$ cat config.mk
export PLATFORM = sky130hd
export DESIGN_NAME = stimuli_decomposition_engine
export DESIGN_NICKNAME = d
export VERILOG_FILES = /design/src/rtl/stimuli_decomposition_engine.sv
export SDC_FILE = /design/constraint.sdc
export NUM_CORES = 1
export LEC_CHECK = 0
export ABC_AREA = 1
export CAP_MARGIN = 10
export CORE_MARGIN = 2
export CORE_UTILIZATION = 28
export CTS_CLUSTER_DIAMETER = 200
export DETAILED_ROUTE_END_ITERATION = 8
export PLACE_DENSITY = 0.44
export SLEW_MARGIN = 40
export SYNTH_ARGS = -nofsm -noshare
export SYNTH_HDL_FRONTEND = slang
export SYNTH_SLANG_ARGS = --single-unit
$ cat constraint.sdc
create_clock -name clk -period 4.3 [get_ports clk]
set_input_delay 1.29 -clock clk [delete_from_list [all_inputs] [get_ports clk]]
set_output_delay 1.29 -clock clk [all_outputs]
set_load 0.05 [all_outputs]
$ cat src/rtl/stimuli_decomposition_engine.sv
// Greedy per-channel decomposition of stimulus values into symbol-table entries, driving the dot-matrix path.
// Optional macro STIM_DECOMP_BLANK_EN adds a blank gap of BLANK_CYCLES after every shown symbol.
module stimuli_decomposition_engine #(
  parameter int unsigned VAL_W        = 7,
  parameter int unsigned SYM_W        = 5,
  parameter int unsigned DEPTH        = 20,
  parameter int unsigned AW           = 5,
  parameter int unsigned NCH          = 2,
  parameter int unsigned CW           = 1,
  parameter int unsigned CNT_W        = 28,
  parameter int unsigned HOLD_CYCLES  = 150000000,
  parameter int unsigned BLANK_CYCLES = 1000
) (
  input  logic                   clk,
  input  logic                   rst_n,
  input  logic                   start,
  input  logic                   mode,
  input  logic [NCH*VAL_W-1:0]   stim,
  input  logic [NCH-1:0]         colr_in,
  output logic [CW-1:0]          rd_ch,
  output logic [AW-1:0]          rd_addr,
  input  logic [VAL_W+SYM_W-1:0] rd_data,
  output logic                   oe,
  output logic                   colr,
  output logic [SYM_W-1:0]       dot_m,
  output logic                   busy,
  output logic                   done,
  output logic [NCH-1:0]         residue_err
);

  localparam logic [AW-1:0]    ADDR_LAST = AW'(DEPTH - 1);
  localparam logic [CW-1:0]    CH_LAST   = CW'(NCH - 1);
  localparam logic [CNT_W-1:0] HOLD_LAST = CNT_W'(HOLD_CYCLES - 1);
`ifdef STIM_DECOMP_BLANK_EN
  localparam logic [CNT_W-1:0] BLANK_LAST = CNT_W'(BLANK_CYCLES - 1);
`endif

  typedef enum logic [2:0] {
    S_IDLE,
    S_LOAD,
    S_READ,
    S_EVAL,
    S_SHOW,
`ifdef STIM_DECOMP_BLANK_EN
    S_BLANK,
`endif
    S_NEXT,
    S_DONE
  } state_t;

  state_t           state;
  logic [VAL_W-1:0] rem;
  logic             mode_r;
  logic             col_lat;
  logic [CNT_W-1:0] cnt;

  logic [VAL_W-1:0] v;
  logic [SYM_W-1:0] s;
  logic [VAL_W-1:0] stim_ch;
  logic             col_ch;
  logic             fit;
  logic             at_end;

  assign v      = rd_data[VAL_W+SYM_W-1:SYM_W];
  assign s      = rd_data[SYM_W-1:0];
  assign fit    = (v != '0) && (v <= rem);
  assign at_end = (rd_addr == (mode_r ? AW'(0) : ADDR_LAST));

  // Select the current channel's stimulus and colour with constant slices only.
  always_comb begin
    stim_ch = '0;
    col_ch  = 1'b0;
    for (int unsigned c = 0; c < NCH; c++) begin
      if (rd_ch == CW'(c)) begin
        stim_ch = stim[c*VAL_W +: VAL_W];
        col_ch  = colr_in[c];
      end
    end
  end

  // rd_ch/rd_addr double as the channel and scan-address registers so the read port is valid during READ.
  always_ff @(posedge clk or negedge rst_n) begin
    if (!rst_n) begin
      state       <= S_IDLE;
      rem         <= '0;
      mode_r      <= 1'b0;
      col_lat     <= 1'b0;
      cnt         <= '0;
      rd_ch       <= '0;
      rd_addr     <= '0;
      oe          <= 1'b0;
      colr        <= 1'b0;
      dot_m       <= '0;
      busy        <= 1'b0;
      done        <= 1'b0;
      residue_err <= '0;
    end else begin
      done <= 1'b0;
      case (state)
        S_IDLE: begin
          if (start) begin
            mode_r      <= mode;
            rd_ch       <= '0;
            residue_err <= '0;
            busy        <= 1'b1;
            state       <= S_LOAD;
          end
        end
        S_LOAD: begin
          rem     <= stim_ch;
          col_lat <= col_ch;
          rd_addr <= mode_r ? ADDR_LAST : AW'(0);
          state   <= (stim_ch == '0) ? S_NEXT : S_READ;
        end
        S_READ: begin
          state <= S_EVAL;
        end
        S_EVAL: begin
          if (fit) begin
            rem   <= rem - v;
            dot_m <= s;
            colr  <= col_lat;
            oe    <= 1'b1;
            cnt   <= '0;
            state <= S_SHOW;
          end else if (at_end) begin
            residue_err[rd_ch] <= 1'b1;
            state              <= S_NEXT;
          end else begin
            rd_addr <= mode_r ? (rd_addr - AW'(1)) : (rd_addr + AW'(1));
            state   <= S_READ;
          end
        end
        S_SHOW: begin
          if (cnt == HOLD_LAST) begin
            oe  <= 1'b0;
            cnt <= '0;
`ifdef STIM_DECOMP_BLANK_EN
            state <= S_BLANK;
`else
            state <= (rem == '0) ? S_NEXT : S_READ;
`endif
          end else begin
            cnt <= cnt + CNT_W'(1);
          end
        end
`ifdef STIM_DECOMP_BLANK_EN
        S_BLANK: begin
          if (cnt == BLANK_LAST) begin
            cnt   <= '0;
            state <= (rem == '0) ? S_NEXT : S_READ;
          end else begin
            cnt <= cnt + CNT_W'(1);
          end
        end
`endif
        S_NEXT: begin
          if (rd_ch == CH_LAST) begin
            done  <= 1'b1;
            state <= S_DONE;
          end else begin
            rd_ch <= rd_ch + CW'(1);
            state <= S_LOAD;
          end
        end
        S_DONE: begin
          busy  <= 1'b0;
          state <= S_IDLE;
        end
        default: begin
          state <= S_IDLE;
        end
      endcase
    end
  end

endmodule

==> Word level (Yosys, flattened, before mapping) <==
Cells that the tools add are included.
{ "totals": {"register_bits": 57, "inputBits": 32, "output_inout_bits": 17, "elab_cells": 94} }
{ "op_classes": {"n_addsub": 5, "magnitude_cmp": 3, "n_eq_ne": 14, "n_mux": 37, "n_bitwise": 1, "n_reduce_logical": 21} }
{ "op_table": {"columns": ["op", "count"], "rows": [
  ["$mux 28", 2],
  ["$pmux 28 s2", 1],
  ["$add 28x1->28 const B", 1],
  ["$eq 28x28->1 const B", 1],
  ["$mux 5", 5],
  ["$mux 3", 7],
  ["$pmux 3 s6", 1],
  ["$logic_not 7->1", 2],
  ["$mux 7", 2],
  ["$pmux 7 s2", 1],
  ["$reduce_and 2->1", 7],
  ["$ne 2x2->1 const B", 6],
  ["$pmux 5 s2", 1],
  ["$reduce_bool 2->1", 5],
  ["$eq 3x3->1 const B", 3],
  ["$mux 1", 9],
  ["$le 7x7->1", 1],
  ["$reduce_bool 7->1", 1],
  ["$sub 7x7->7", 1],
  ["$eq 3x2->1 const B", 2],
  ["$mux 2", 3],
  ["$pmux 1 s2", 3],
  ["$reduce_and 3->1", 2],
  ["$add 5x1->5 const B", 1],
  ["12 further kinds", 13]
]} }

==> Depth between registers and ports, before layout <==
{ "logic_depth": {"ltp_word": 8, "mapped_depth": 12, "ltp_nobuf": 12} }

==> Least setup slack after synthesis <==
No wires, ideal clock.
{ "synth_path": {"path_kind": "input -> register", "from": "input rd_data[7]", "to": "register rem[3]", "setup_ns": 0.117, "t_arrival_ns": 2.517, "t_required_ns": 4.183, "path_slack_ns": 1.666, "path_stages": 11, "path_buffers": 1, "cell_sequence": "inv_1 ha_1 a21oi_1 nand2_1 nand2_1 nand3_1 nand3_2 buf_4 nand2_2 nand2_1 nand2_1"} }
{ "synth_between": {"elab_chain_len": 4, "word_cells_on_any_way": 8, "classes_between": "add/sub: 1; order compare: 1; eq/ne: 1; mux: 2; reduce/logical: 3"} }
{ "synth_lines": {"columns": ["item", "line_no", "text"], "rows": [
  ["start: declaration", "22", "input logic [VAL_W+SYM_W-1:0] rd_data,"],
  ["$le 7x7->1 / $reduce_bool 7->1 (equally long branches)", "66", "assign fit = (v != '0) && (v <= rem);"],
  ["$logic_and 1x1->1", "66", null],
  ["$ne 2x2->1 (no source line)", null, null],
  ["$reduce_and 2->1 (no source line)", null, null],
  ["end signal: assignment", "110", "rem <= stim_ch;"],
  ["end signal: assignment", "120", "rem <= rem - v;"],
  ["end: declaration", "52", "logic [VAL_W-1:0] rem;"]
]} }
Parallel ways exist; a longest one is shown, timed or not. The select of a mux whose other input is x is not followed.
A chain may end at the register's enable or synchronous reset.

==> Worst setup path in the final report <==
{ "layout_path": {"from": "input rd_data[10]", "to": "register cnt[16]"} }
{ "layout_between": {"elab_chain_len": 4, "word_cells_on_any_way": 5, "classes_between": "order compare: 1; eq/ne: 1; reduce/logical: 3"} }
{ "layout_lines": {"columns": ["item", "line_no", "text"], "rows": [
  ["$le 7x7->1 / $reduce_bool 7->1 (equally long branches)", "66", null],
  ["$logic_and 1x1->1 (*)", "66", null],
  ["$ne 2x2->1 (no source line) (*)", null, null],
  ["$reduce_and 2->1 (no source line) (*)", null, null],
  ["end signal: assignment", "144", "cnt <= cnt + CNT_W'(1);"],
  ["end: declaration", "55", "logic [CNT_W-1:0] cnt;"]
]} }
Mark *: on every way between the ends. The rest lies on a longest branch, timed or not.

==> flow_metrics.tcl <==
set metrics [dict create \
    status "completed" \
    rows 43 \
    hpwl_um 9167 \
    synth-compound-area-share 0.06827 \
    die_x_um 124.3 \
    io_pins 49 \
    synth.top_cell.area_share 0.3522 \
    cts_tree "built" \
    cap_violations 0 \
    sw_frac_of_total 0.2313 \
    relSlewSlack 0.5921 \
    ctsResizeCount 0 \
    yosys.area_share.simple 0.4248 \
    fin_ws_ns 1.108 \
    drtIter0Drc 206 \
    synth.most_common_cell "nand2_1" \
    power_density_mw_per_mm2 261.1 \
    postSynthAreaPerCell_um2 6.398 \
    required_ns 4.49 \
    rsz0062_at_grt "no" \
    clock-root-buffer "clkbuf_16" \
    hp-class "reg -> reg" \
    synth_warnings 0 \
    synth_xor_area_frac 0.008650 \
    max_freq_mhz 313.3 \
    worstReg2RegEnd "cnt[16]" \
    ant_nets 0 \
    grt_use_total 0.1620 \
    setup_tns_ns 0 \
    fillers 1538 \
    synthesis.nets 678 \
    crit_type "in -> reg" \
    synth_area_mm2 0.004050 \
    finalClockSkew_ns 0.006756 \
    synth_commonest_cells "nand2_1, nand3_1, inv_1" \
    core_mm2 0.01399 \
    nets 730 \
    viasPerCell 4.738 \
    netlist_instances 633 \
    wl_um 12020 \
    grt-ovfl-total 0 \
    ys.flop_type "dfrtp_1" \
    critPathArrivalTime_ns 3.38 \
    grt_max_degree 26 \
    synth-edff-count 0 \
    min_period_ns 3.192 \
    post_cts_buffers 0 \
    end_kind "flop" \
    grt_pass1_wl_um 20330 \
    hold-path-endpoint "colr" \
    finalPower_uw 1303 \
    reg2regPathDepth 8 \
    cts_buffers 9 \
    die_h_um 124.3 \
    vias 4122 \
    globalplace.congestion 0.8975 \
    grt_pass1_vias 4046 \
    post_synth_fa_ha_maj_area_fraction 0.04387 \
    clk_latency_ns 0.33 \
    min-delay-start "col_lat" \
    p_switching_uw 301.4 \
    place_ws_ns 0.7503 \
    cp_max_fo 14 \
    period_share 0.7422 \
    cts.sinks 57 \
    post_drt_wl_per_cell_um 13.81 \
    final_core_utilization 0.3568 \
    synth_top_family_by_area "simple AND/OR/NAND/NOR gates" \
    cts_max_level 3 \
    layout-area-overhead-vs-synth_pct 23.23 \
    hold-path-cell-count 2 \
    ys_seq_area_frac 0.3522 \
    cp-start-kind "primary input" \
    initial_utilization 0.2895 \
    async_flop_share 1.000 \
    clk_pin_slew_ns 0.05 \
    worst_pin_slew_ns 0.6119 \
    setup_viol 0 \
    intPower_uw 1002 \
    diodes 0 \
    clk_path_buf_depth 2 \
    combinationalPowerShare 0.070 \
    hold_violations 0 \
    clockPowerShare 0.515 \
    drive_gt1_frac 0.05362 \
    cts-hold-fix-buffers 0 \
    drc 0 \
    antenna_found_initial 0 \
    dr.pass1.iters 4 \
    rr_startpoint "rem[5]" \
    die_area_mm2 0.01544 \
    power_frac_seq 0.416 \
    r2r_slack_ns 2.13 \
    drv_slew 0 \
    synth_mux_area_frac 0 \
    netlist.top_cell.by_area "dfrtp_1" \
    ys_ff_latch 57 \
    port_buffers 48 \
    leakagePower_uw 0.002443 \
    synth_area_leaders "dfrtp_1, nand2_1, nand3_1" \
    ir_drop_mv 0.1636 \
    ys_types 32 \
]
-- cells in the final DEF (no fill, tap or decap), types with 2 or more instances in the layout --
cell / instances
nand2_1: 220
nand3_1: 82
inv_1: 81
dfrtp_1: 57
nor2_1: 56
clkdlybuf4s50_1: 47
o21ai_0: 28
nor3_1: 22
nand4_1: 13
a21oi_1: 13
ha_1: 11
clkbuf_16: 9
inv_2: 8
nor2_2: 5
o21ai_1: 5
buf_4: 5
o21bai_1: 3
xnor2_1: 3
clkinv_2: 3
clkinv_1: 2
fa_1: 2
clkbuf_8: 2
clkbuf_1: 2
-- worst max-delay path by stage --
stage | start | endpoint | slack, ns
3_5_place_dp | rd_data[10] | cnt[16] | 0.75
3_3_place_gp | rd_data[10] | cnt[11] | 0.83
2_1_floorplan | rd_data[7] | rem[3] | 1.67
6_report | rd_data[10] | cnt[16] | 1.11
4_1_cts | rd_ch | rd_ch | 1.09
5_1_grt | rd_data[7] | cnt[9] | 0.88
-- final cells by class --
type	count	area [um^2]	area share
Multi-Input combinational cell	473	2210	0.4427
Clock buffer	13	260.3	0.05214
Inverter	91	341.6	0.06844
Clock inverter	3	15.01	0.003008
Timing Repair Buffer	53	513.0	0.1028
Tap cell	180	225.2	0.04512
Sequential cell	57	1426	0.2858
-- power groups by stage --
| stage | sequential (uW) | clock [uW] | combinational, uW |
|---|---|---|---|
| global route | 541 | 710 | 104 |
| global placement | 551 | 0 | 93.0 |
| CTS | 541 | 690 | 93.2 |
| finish | 541 | 671 | 91.0 |
| detailed placement | 550 | 0 | 92.7 |
| floorplan | 550 | 0 | 39.9 |
-- through the flow --
stage | cells | area, um^2 | hold WS [ns]
6_report | 870 | 4991 | 0.4820
5_1_grt | 870 | 4991 | 0.5059
4_1_cts | 870 | 4991 | 0.4868
3_5_place_dp | 854 | 4716 | 0.4645
3_3_place_gp | 854 | 4716 | 0.4676
2_1_floorplan | 633 | 4050 | 0.4422
-- registers in the layout, indices dropped and copies added (netlist names) --
signal / cells
cnt: 28
rem: 7
dot_m: 5
rd_addr: 5
state: 3
residue_err: 2
busy: 1
col_lat: 1
colr: 1
done: 1
mode_r: 1
oe: 1
rd_ch: 1
-- critical path, cell delays in order --
cell and delay, ns:
clkdlybuf4s50_1 0.47, inv_1 0.05, ha_1 0.36, nand2_1 0.11
nor2_1 0.16, nand3_1 0.08, nand3_1 0.13, nand3_2 0.10
nand2_1 0.46, o21ai_0 0.16
-- kinds of logic (layout without fill, tap and decap cells) --
kind of cell / Yosys count / in the layout
flops: 57 / 57
buf+inv: 103 / 160
simple gates: 404 / 404
compound gates: 52 / 52
xor+xnor: 4 / 4
fa+ha+maj: 13 / 13
-- routing by layer --
metal / wire [um] / track usage / share of wire
met1: 5672 / 0.2176 / 0.47
met2: 5663 / 0.2597 / 0.47
met3: 450 / 0.02792 / 0.037
met4: 230 / 0.06345 / 0.019
met5: 0 / 0 / 0
(Power assumes the default switching activity.)
